===== src/rtl/dm_port_arbiter_pkg.sv =====
// Shared owner and FSM encodings for the data-memory port arbiter and core_top.
package dm_port_arbiter_pkg;

  localparam logic OWN_CORE = 1'b0;
  localparam logic OWN_HOST = 1'b1;

  localparam logic [1:0] ST_IDLE  = 2'd0;
  localparam logic [1:0] ST_CORE  = 2'd1;
  localparam logic [1:0] ST_HOST  = 2'd2;
  localparam logic [1:0] ST_HLOCK = 2'd3;

endpackage


===== src/rtl/dm_port_arbiter_rr_pick.sv =====
// Two-way round-robin select: a lone requester wins, a tie goes to the side that did not own last.
module dm_port_arbiter_rr_pick
  import dm_port_arbiter_pkg::*;
(
  input  logic i_core_req,
  input  logic i_host_req,
  input  logic i_last_owner,
  output logic o_pick_core,
  output logic o_pick_host
);

  // Tie breaker against the last owner.
  always_comb begin
    o_pick_core = 1'b0;
    o_pick_host = 1'b0;
    if (i_core_req && i_host_req) begin
      if (i_last_owner == OWN_HOST) begin
        o_pick_core = 1'b1;
      end else begin
        o_pick_host = 1'b1;
      end
    end else begin
      o_pick_core = i_core_req;
      o_pick_host = i_host_req;
    end
  end

endmodule


===== src/rtl/dm_port_arbiter.sv =====
// Arbitrates core and host accesses onto a single-port data memory, with a bounded host burst lock.
module dm_port_arbiter
  import dm_port_arbiter_pkg::*;
#(
  parameter int DMA_SIZE = 16,
  parameter int DMD_SIZE = 16,
  parameter int LOCK_MAX = 8
) (
  input  logic                clk,
  input  logic                reset,
  input  logic                core_req,
  input  logic                core_we,
  input  logic [DMA_SIZE-1:0] core_addr,
  input  logic [DMD_SIZE-1:0] core_wdata,
  output logic                core_gnt,
  output logic                core_rvalid,
  output logic [DMD_SIZE-1:0] core_rdata,
  input  logic                host_req,
  input  logic                host_we,
  input  logic                host_lock,
  input  logic [DMA_SIZE-1:0] host_addr,
  input  logic [DMD_SIZE-1:0] host_wdata,
  output logic                host_gnt,
  output logic                host_rvalid,
  output logic [DMD_SIZE-1:0] host_rdata,
  output logic                dm_en,
  output logic                dm_we,
  output logic [DMA_SIZE-1:0] dm_addr,
  output logic [DMD_SIZE-1:0] dm_wdata,
  input  logic [DMD_SIZE-1:0] dm_rdata
);

  localparam int              CNT_W    = $clog2(LOCK_MAX + 1);
  localparam logic [CNT_W-1:0] CNT_MAX  = CNT_W'(LOCK_MAX);
  localparam logic [CNT_W-1:0] CNT_ONE  = {{(CNT_W-1){1'b0}}, 1'b1};
  localparam logic [CNT_W-1:0] CNT_ZERO = {CNT_W{1'b0}};

  logic [1:0]       r_state;
  logic             r_last_owner;
  logic [CNT_W-1:0] r_lock_cnt;
  logic             r_lock_block;
  logic             r_rd_valid;
  logic             r_rd_owner;

  logic             w_rr_core;
  logic             w_rr_host;
  logic             w_gnt_core;
  logic             w_gnt_host;
  logic             w_force_exit;
  logic [1:0]       w_state_nxt;
  logic [CNT_W-1:0] w_cnt_nxt;
  logic             w_block_nxt;

  dm_port_arbiter_rr_pick u_rr_pick (
    .i_core_req   (core_req),
    .i_host_req   (host_req),
    .i_last_owner (r_last_owner),
    .o_pick_core  (w_rr_core),
    .o_pick_host  (w_rr_host)
  );

  // Grant selection; a saturated lock yields to a waiting core for one forced grant.
  always_comb begin
    w_force_exit = 1'b0;
    w_gnt_core   = 1'b0;
    w_gnt_host   = 1'b0;
    if (reset == 1'b0) begin
      w_gnt_core = 1'b0;
    end else if (r_state == ST_HLOCK) begin
      if ((r_lock_cnt == CNT_MAX) && core_req) begin
        w_force_exit = 1'b1;
        w_gnt_core   = 1'b1;
      end else if (host_req) begin
        w_gnt_host = 1'b1;
      end else begin
        w_gnt_core = core_req;
      end
    end else begin
      w_gnt_core = w_rr_core;
      w_gnt_host = w_rr_host;
    end
  end

  // Next FSM state, lock count and post-exit lock suppression.
  always_comb begin
    w_state_nxt = ST_IDLE;
    w_cnt_nxt   = CNT_ZERO;
    w_block_nxt = r_lock_block;
    if (w_gnt_core) begin
      w_state_nxt = ST_CORE;
      w_block_nxt = w_force_exit;
    end else if (w_gnt_host) begin
      if (host_lock && !r_lock_block) begin
        w_state_nxt = ST_HLOCK;
        if (r_state != ST_HLOCK) begin
          w_cnt_nxt = CNT_ONE;
        end else if (r_lock_cnt == CNT_MAX) begin
          w_cnt_nxt = r_lock_cnt;
        end else begin
          w_cnt_nxt = r_lock_cnt + CNT_ONE;
        end
      end else begin
        w_state_nxt = ST_HOST;
      end
    end else begin
      w_state_nxt = ST_IDLE;
    end
  end

  // Arbitration state.
  always_ff @(posedge clk or negedge reset) begin
    if (!reset) begin
      r_state      <= ST_IDLE;
      r_last_owner <= OWN_HOST;
      r_lock_cnt   <= CNT_ZERO;
      r_lock_block <= 1'b0;
    end else begin
      r_state      <= w_state_nxt;
      r_lock_cnt   <= w_cnt_nxt;
      r_lock_block <= w_block_nxt;
      if (w_gnt_core) begin
        r_last_owner <= OWN_CORE;
      end else if (w_gnt_host) begin
        r_last_owner <= OWN_HOST;
      end
    end
  end

  // Read-return tracking: the memory answers one cycle after a read transfer.
  always_ff @(posedge clk or negedge reset) begin
    if (!reset) begin
      r_rd_valid <= 1'b0;
      r_rd_owner <= OWN_CORE;
    end else begin
      r_rd_valid <= dm_en && !dm_we;
      if (dm_en && !dm_we) begin
        r_rd_owner <= w_gnt_host ? OWN_HOST : OWN_CORE;
      end
    end
  end

  // Memory port mux from the granted side.
  always_comb begin
    dm_we    = 1'b0;
    dm_addr  = {DMA_SIZE{1'b0}};
    dm_wdata = {DMD_SIZE{1'b0}};
    if (w_gnt_core) begin
      dm_we    = core_we;
      dm_addr  = core_addr;
      dm_wdata = core_wdata;
    end else if (w_gnt_host) begin
      dm_we    = host_we;
      dm_addr  = host_addr;
      dm_wdata = host_wdata;
    end else begin
      dm_we    = 1'b0;
    end
  end

  assign core_gnt    = w_gnt_core;
  assign host_gnt    = w_gnt_host;
  assign dm_en       = w_gnt_core | w_gnt_host;
  assign core_rvalid = r_rd_valid && (r_rd_owner == OWN_CORE);
  assign host_rvalid = r_rd_valid && (r_rd_owner == OWN_HOST);
  assign core_rdata  = core_rvalid ? dm_rdata : {DMD_SIZE{1'b0}};
  assign host_rdata  = host_rvalid ? dm_rdata : {DMD_SIZE{1'b0}};

endmodule


===== config.mk =====
export PLATFORM = sky130hd
export DESIGN_NAME = dm_port_arbiter
export DESIGN_NICKNAME = d
export VERILOG_FILES = /design/src/rtl/dm_port_arbiter_pkg.sv /design/src/rtl/dm_port_arbiter_rr_pick.sv /design/src/rtl/dm_port_arbiter.sv
export SDC_FILE = /design/constraint.sdc
export NUM_CORES = 1
export LEC_CHECK = 0
export CAP_MARGIN = 20
export CORE_UTILIZATION = 27
export CTS_CLUSTER_SIZE = 40
export DETAILED_ROUTE_END_ITERATION = 7
export PLACE_DENSITY = 0.88
export SETUP_SLACK_MARGIN = 0.4
export SLEW_MARGIN = 10
export SYNTH_ARGS = -nofsm -noshare
export SYNTH_HDL_FRONTEND = slang
export SYNTH_HIERARCHICAL = 1
export SYNTH_SLANG_ARGS = --single-unit

===== constraint.sdc =====
create_clock -name clk -period 5.15 [get_ports clk]
set_input_delay 1.03 -clock clk [delete_from_list [all_inputs] [get_ports clk]]
set_output_delay 1.03 -clock clk [all_outputs]
set_load 0.02 [all_outputs]

# Word-level counts from Yosys, hierarchy flattened
# Cells that the tools add are included.
# W data, S select, Z words.
[totals]
register_bits = 10
latchBits = 0
ram_bits = 0
rom_bits = 0
input_bits = 87
mem_count = 0
[op_classes]
addsub = 1
n_mul = 0
div_mod_pow = 0
n_lt_le_gt_ge = 0
eq_ne = 4
shift = 0
mux = 34
n_bitwise = 2
n_reduce_logical = 9
[ops]
columns = ["op", "count"]
rows = [
  ["$mux W16", 6],
  ["$mux W1", 21],
  ["$mux W4", 5],
  ["$logic_and A1 B1 Y1", 6],
  ["$ne A5 B5 Y1 const B", 1],
  ["$add A4 B1 Y4 const B", 1],
  ["$eq A4 B4 Y1 const B", 1],
  ["$mux W2", 2],
  ["$eq A2 B2 Y1 const B", 1],
  ["$logic_not A1 Y1", 2],
  ["$ne A2 B2 Y1 const B", 1],
  ["$reduce_bool A2 Y1", 1],
  ["$not A1 Y1", 1],
  ["$or A1 B1 Y1", 1],
]

# Logic depth before layout (Yosys ltp)
[depth]
ltp_word = 9
depth_mapped = 9
ltp_nobuf = 7

# Hierarchy
# The synthesis kept the hierarchy.
[by_module_without_submodules]
columns = ["mod", "instances", "cells_each", "area_each_um2"]
rows = [
  ["dm_port_arbiter", 1, 127, 1131.1],
  ["dm_port_arbiter_rr_pick", 1, 3, 18.8],
]

# Worst setup path after synthesis
# Ideal clock, no wire load.
[synth_path]
path_kind = "input port to output port"
start = "input core_req"
end = "output dm_addr[10]"
arrival_ps = 2277
slack_ps = 1843
path_stages = 6
n_path_buf = 1
path_cell_list = "a21boi_1 a21boi_0 o221ai_4 inv_2 buf_2 a22o_1"
[synth_between]
word_cells_on_any_way = 13
classes_between = "11 x mux; 2 x reduce/logical"
[synth_rtl]
columns = ["item", "line", "source"]
rows = [
  ["start: declaration", "dm_port_arbiter.sv:11", "input logic core_req,"],
  ["$mux W1 (tied with other cells)", "dm_port_arbiter.sv:73", "end else if (host_req) begin"],
  ["$mux W1, on equally long branches", "dm_port_arbiter.sv:70, dm_port_arbiter_rr_pick.sv:16", ""],
  ["$mux W1 *", "dm_port_arbiter.sv:69", "end else if (r_state == ST_HLOCK) begin"],
  ["$mux W1 *", "dm_port_arbiter.sv:67", "if (reset == 1'b0) begin"],
  ["via core_gnt", "dm_port_arbiter.sv:15", "output logic core_gnt,"],
  ["$mux W16 *", "dm_port_arbiter.sv:147", "if (w_gnt_core) begin"],
  ["end: declaration", "dm_port_arbiter.sv:28", "output logic [DMA_SIZE-1:0] dm_addr,"],
]
# Mark *: on every way through the listed nets, which the timed path passes. The rest lies on a longest branch.

# Worst setup path in the final report
[layout_path]
start = "input core_req"
end = "output dm_wdata[0]"
[layout_between]
word_cells_on_any_way = 13
classes_between = "11 x mux; 2 x reduce/logical"
[layout_rtl]
columns = ["item", "line", "source"]
rows = [
  ["$logic_and A1 B1 Y1", "dm_port_arbiter_rr_pick.sv:16", "if (i_core_req && i_host_req) begin"],
  ["$mux W1 *", "dm_port_arbiter_rr_pick.sv:16", ""],
  ["via w_rr_core", "dm_port_arbiter.sv:45", "logic w_rr_core;"],
  ["$mux W1 *", "dm_port_arbiter.sv:69", ""],
  ["$mux W1 *", "dm_port_arbiter.sv:67", ""],
  ["$mux W16 *", "dm_port_arbiter.sv:147", ""],
  ["end: declaration", "dm_port_arbiter.sv:29", "output logic [DMD_SIZE-1:0] dm_wdata,"],
]
# Marked as above.

==> results.json <==
{
  "status": "finished, final reports clean",
  "fillerInstances": 351,
  "route.met3.wl_um": 451,
  "fp-row-count": 23,
  "antennaDiodeCount": 0,
  "insertion_delay_ps": 230,
  "clockRootBuffer": "clkbuf_8",
  "worstMarginPinSlew_ps": 780,
  "finalCritPeriodShare_pct": 87.1,
  "synth_largest_area_cell": "a22o_1",
  "grt_pass1_vias": 1571,
  "synth_area_per_cell_sq_um": 8.85,
  "die_x_um": 67.3,
  "synth_edf_count": 0,
  "synth_top_cell_area_share_pct": 25.1,
  "clk_pin_slew_worst_paths_ps": 50,
  "crit_type": "input port to output pin",
  "path_max_fanout": 34,
  "peakVddDrop_mv": 0.109,
  "yosysSeqAreaShare_pct": 21.9,
  "synth.most_common_cell": "a22o_1",
  "fin_worst_skew_ps": 2.44,
  "nets": 371,
  "synth_ff_type": "dfrtp_1",
  "synth-seq-cells": 10,
  "required_ps": 4120,
  "tritoncts": "built",
  "place.port_buffers": 156,
  "ys_top_cells_by_area": "a22o_1, dfrtp_1, and2_1",
  "drv_slew": 0,
  "powerDensity_nw_per_um2": 182,
  "coreArea_sq_um": 4060,
  "boundaryPins": 157,
  "ys_types": 39,
  "cts-buffers-inserted": 3,
  "setup_viol": 0,
  "relSlewSlack_pct": 47.9,
  "vias_per_cell": 4.93,
  "drive_gt1_share_pct": 4.63,
  "vias": 1633,
  "initial_core_util_pct": 28.3,
  "clock_path_buffers": 2,
  "grt_start_max_net_pins": 35,
  "synthTopCellsByCount": "a22o_1, and2_1, and3_1",
  "syn_nets": 219,
  "antenna_left": 0,
  "cp-end-kind": "output pin",
  "arrival_ps": 3460,
  "synth_area_sq_um": 1150,
  "wl_um": 4920,
  "cts_hold_buf": 0,
  "antenna_found_initial": 0,
  "max_freq_mhz": 223,
  "gp_congestion": 0.843,
  "synth-async-reset-ratio_pct": 100,
  "drtIter0Drc": 47,
  "die-area_sq_um": 4520,
  "yosys_warnings": 6,
  "area_growth_syn_to_layout_pct": 140,
  "top_layer_used": "met4",
  "wire_per_inst_um": 14.9,
  "synth_cells": 130,
  "hold_slack_ps": 502,
  "route.detailed.drc": 0,
  "ctsHtreeMaxLevel": 1,
  "fin_crit_ps": 4490,
  "dieHeight_um": 67.3,
  "gr-total-overflow": 0,
  "grtUsageTotal_pct": 20.5,
  "dr.pass1.iters": 4,
  "tns_ps": 0,
  "hold_class": "flop to flop",
  "rsz0062_at_grt": "no",
  "m1WireLength_um": 1760,
  "hold_viol_final": 0,
  "grt_pass1_wl_um": 7050,
  "leakagePower_uw": 0.00112,
  "drv_cap": 0,
  "cp-start-kind": "input port",
  "hpwl_um": 4140,
  "clock-sinks": 10,
  "met2WireLength_um": 2620
}
-- where the power goes --
part | total (uW) | internal, uW | leakage (uW) | switching, uW
registers | 106 | 87.9 | 0.000131 | 18.1
clock network | 97.8 | 67.2 | 0.0000288 | 30.6
logic | 297 | 168 | 0.000955 | 129
-- stage by stage --
stage	instance area, sq um	std cells	worst slack [ps]	power (uW)	util (%)
after global routing	2760	331	485	529	67.9
after CTS	2750	331	546	505	67.9
after floorplan	1150	130	1840	243	-
final	2760	331	663	501	67.9
after global placement	2700	327	592	402	66.5
after detailed placement	2700	327	558	405	66.5
-- routing by layer --
layer,up-vias,GRT usage [%]
met4,0,6.12
li1,800,-
met5,-,0
met3,6,4.90
met2,95,39.8
met1,732,21.3
-- what timing repair did --
action,CTS,global route
endpoints found under the hold margin,0,0
buffers inserted,0,0
resized for setup,0,1
endpoints found under the setup margin,0,6
-- state kept, by name (all words and copies together) (netlist names) --
name and count:
r_last_owner 1, r_lock_block 1, r_lock_cnt 4, r_rd_owner 1, r_rd_valid 1, r_state 2
-- final timing paths --
check                                                  to                 startpoint  depth (start not counted)  slack, ps
worst max-delay path                          dm_wdata[0]                   core_req                          7        660
worst min-delay path             r_lock_block$_DFFE_PN0P_   r_lock_block$_DFFE_PN0P_                          2        500
min in group asynchronous        r_lock_block$_DFFE_PN0P_                      reset                          1       1040
worst min register to register   r_lock_block$_DFFE_PN0P_   r_lock_block$_DFFE_PN0P_                          2        500
max in group asynchronous        r_last_owner$_DFFE_PN1P_                      reset                          2       3610
worst max register to register  r_lock_cnt[1]$_DFFE_PN0P_  r_lock_cnt[0]$_DFFE_PN0P_                          6       3260
-- cell type report --
type	count	area [sq um]	area share, %
clock buffers	4	55.1	2.00
repair buffers	157	1570	56.9
multi-input cells	103	782	28.4
flip-flops and latches	10	251	9.13
well taps	50	62.6	2.27
inverters	7	35.0	1.27
-- cell usage in the layout, fill, tap and decap left out, types with 2 or more instances in the layout --
master / instances
a21boi_1: 2
a22o_1: 33
and2_1: 17
and3_1: 17
clkbuf_8: 4
clkdlybuf4s50_1: 156
dfrtp_1: 9
ha_1: 2
inv_1: 5
nand2_1: 2
nand3_1: 3
nor4_1: 3
o21ai_0: 3
-- worst max-delay path: stages --
cell and delay (ps):
clkdlybuf4s50_1 520, a21boi_1 160, a21boi_0 310, o221ai_4 200, clkinv_2 370, a22o_1 240, clkdlybuf4s50_1 600
-- kinds of logic (layout without fill, tap and decap cells) --
group	Yosys count	in the layout	synth area share, %
multiplexers	1	1	0.871
adder cells (fa/ha/maj)	2	2	2.18
flip-flops	10	10	21.9
AND/OR/NAND/NOR	52	52	28.4
XOR/XNOR	2	2	1.52
AO/OA/AOI/OAI	46	46	35.0
buffers and inverters	17	168	10.1
No activity file was read; power rests on OpenSTA's default activity.
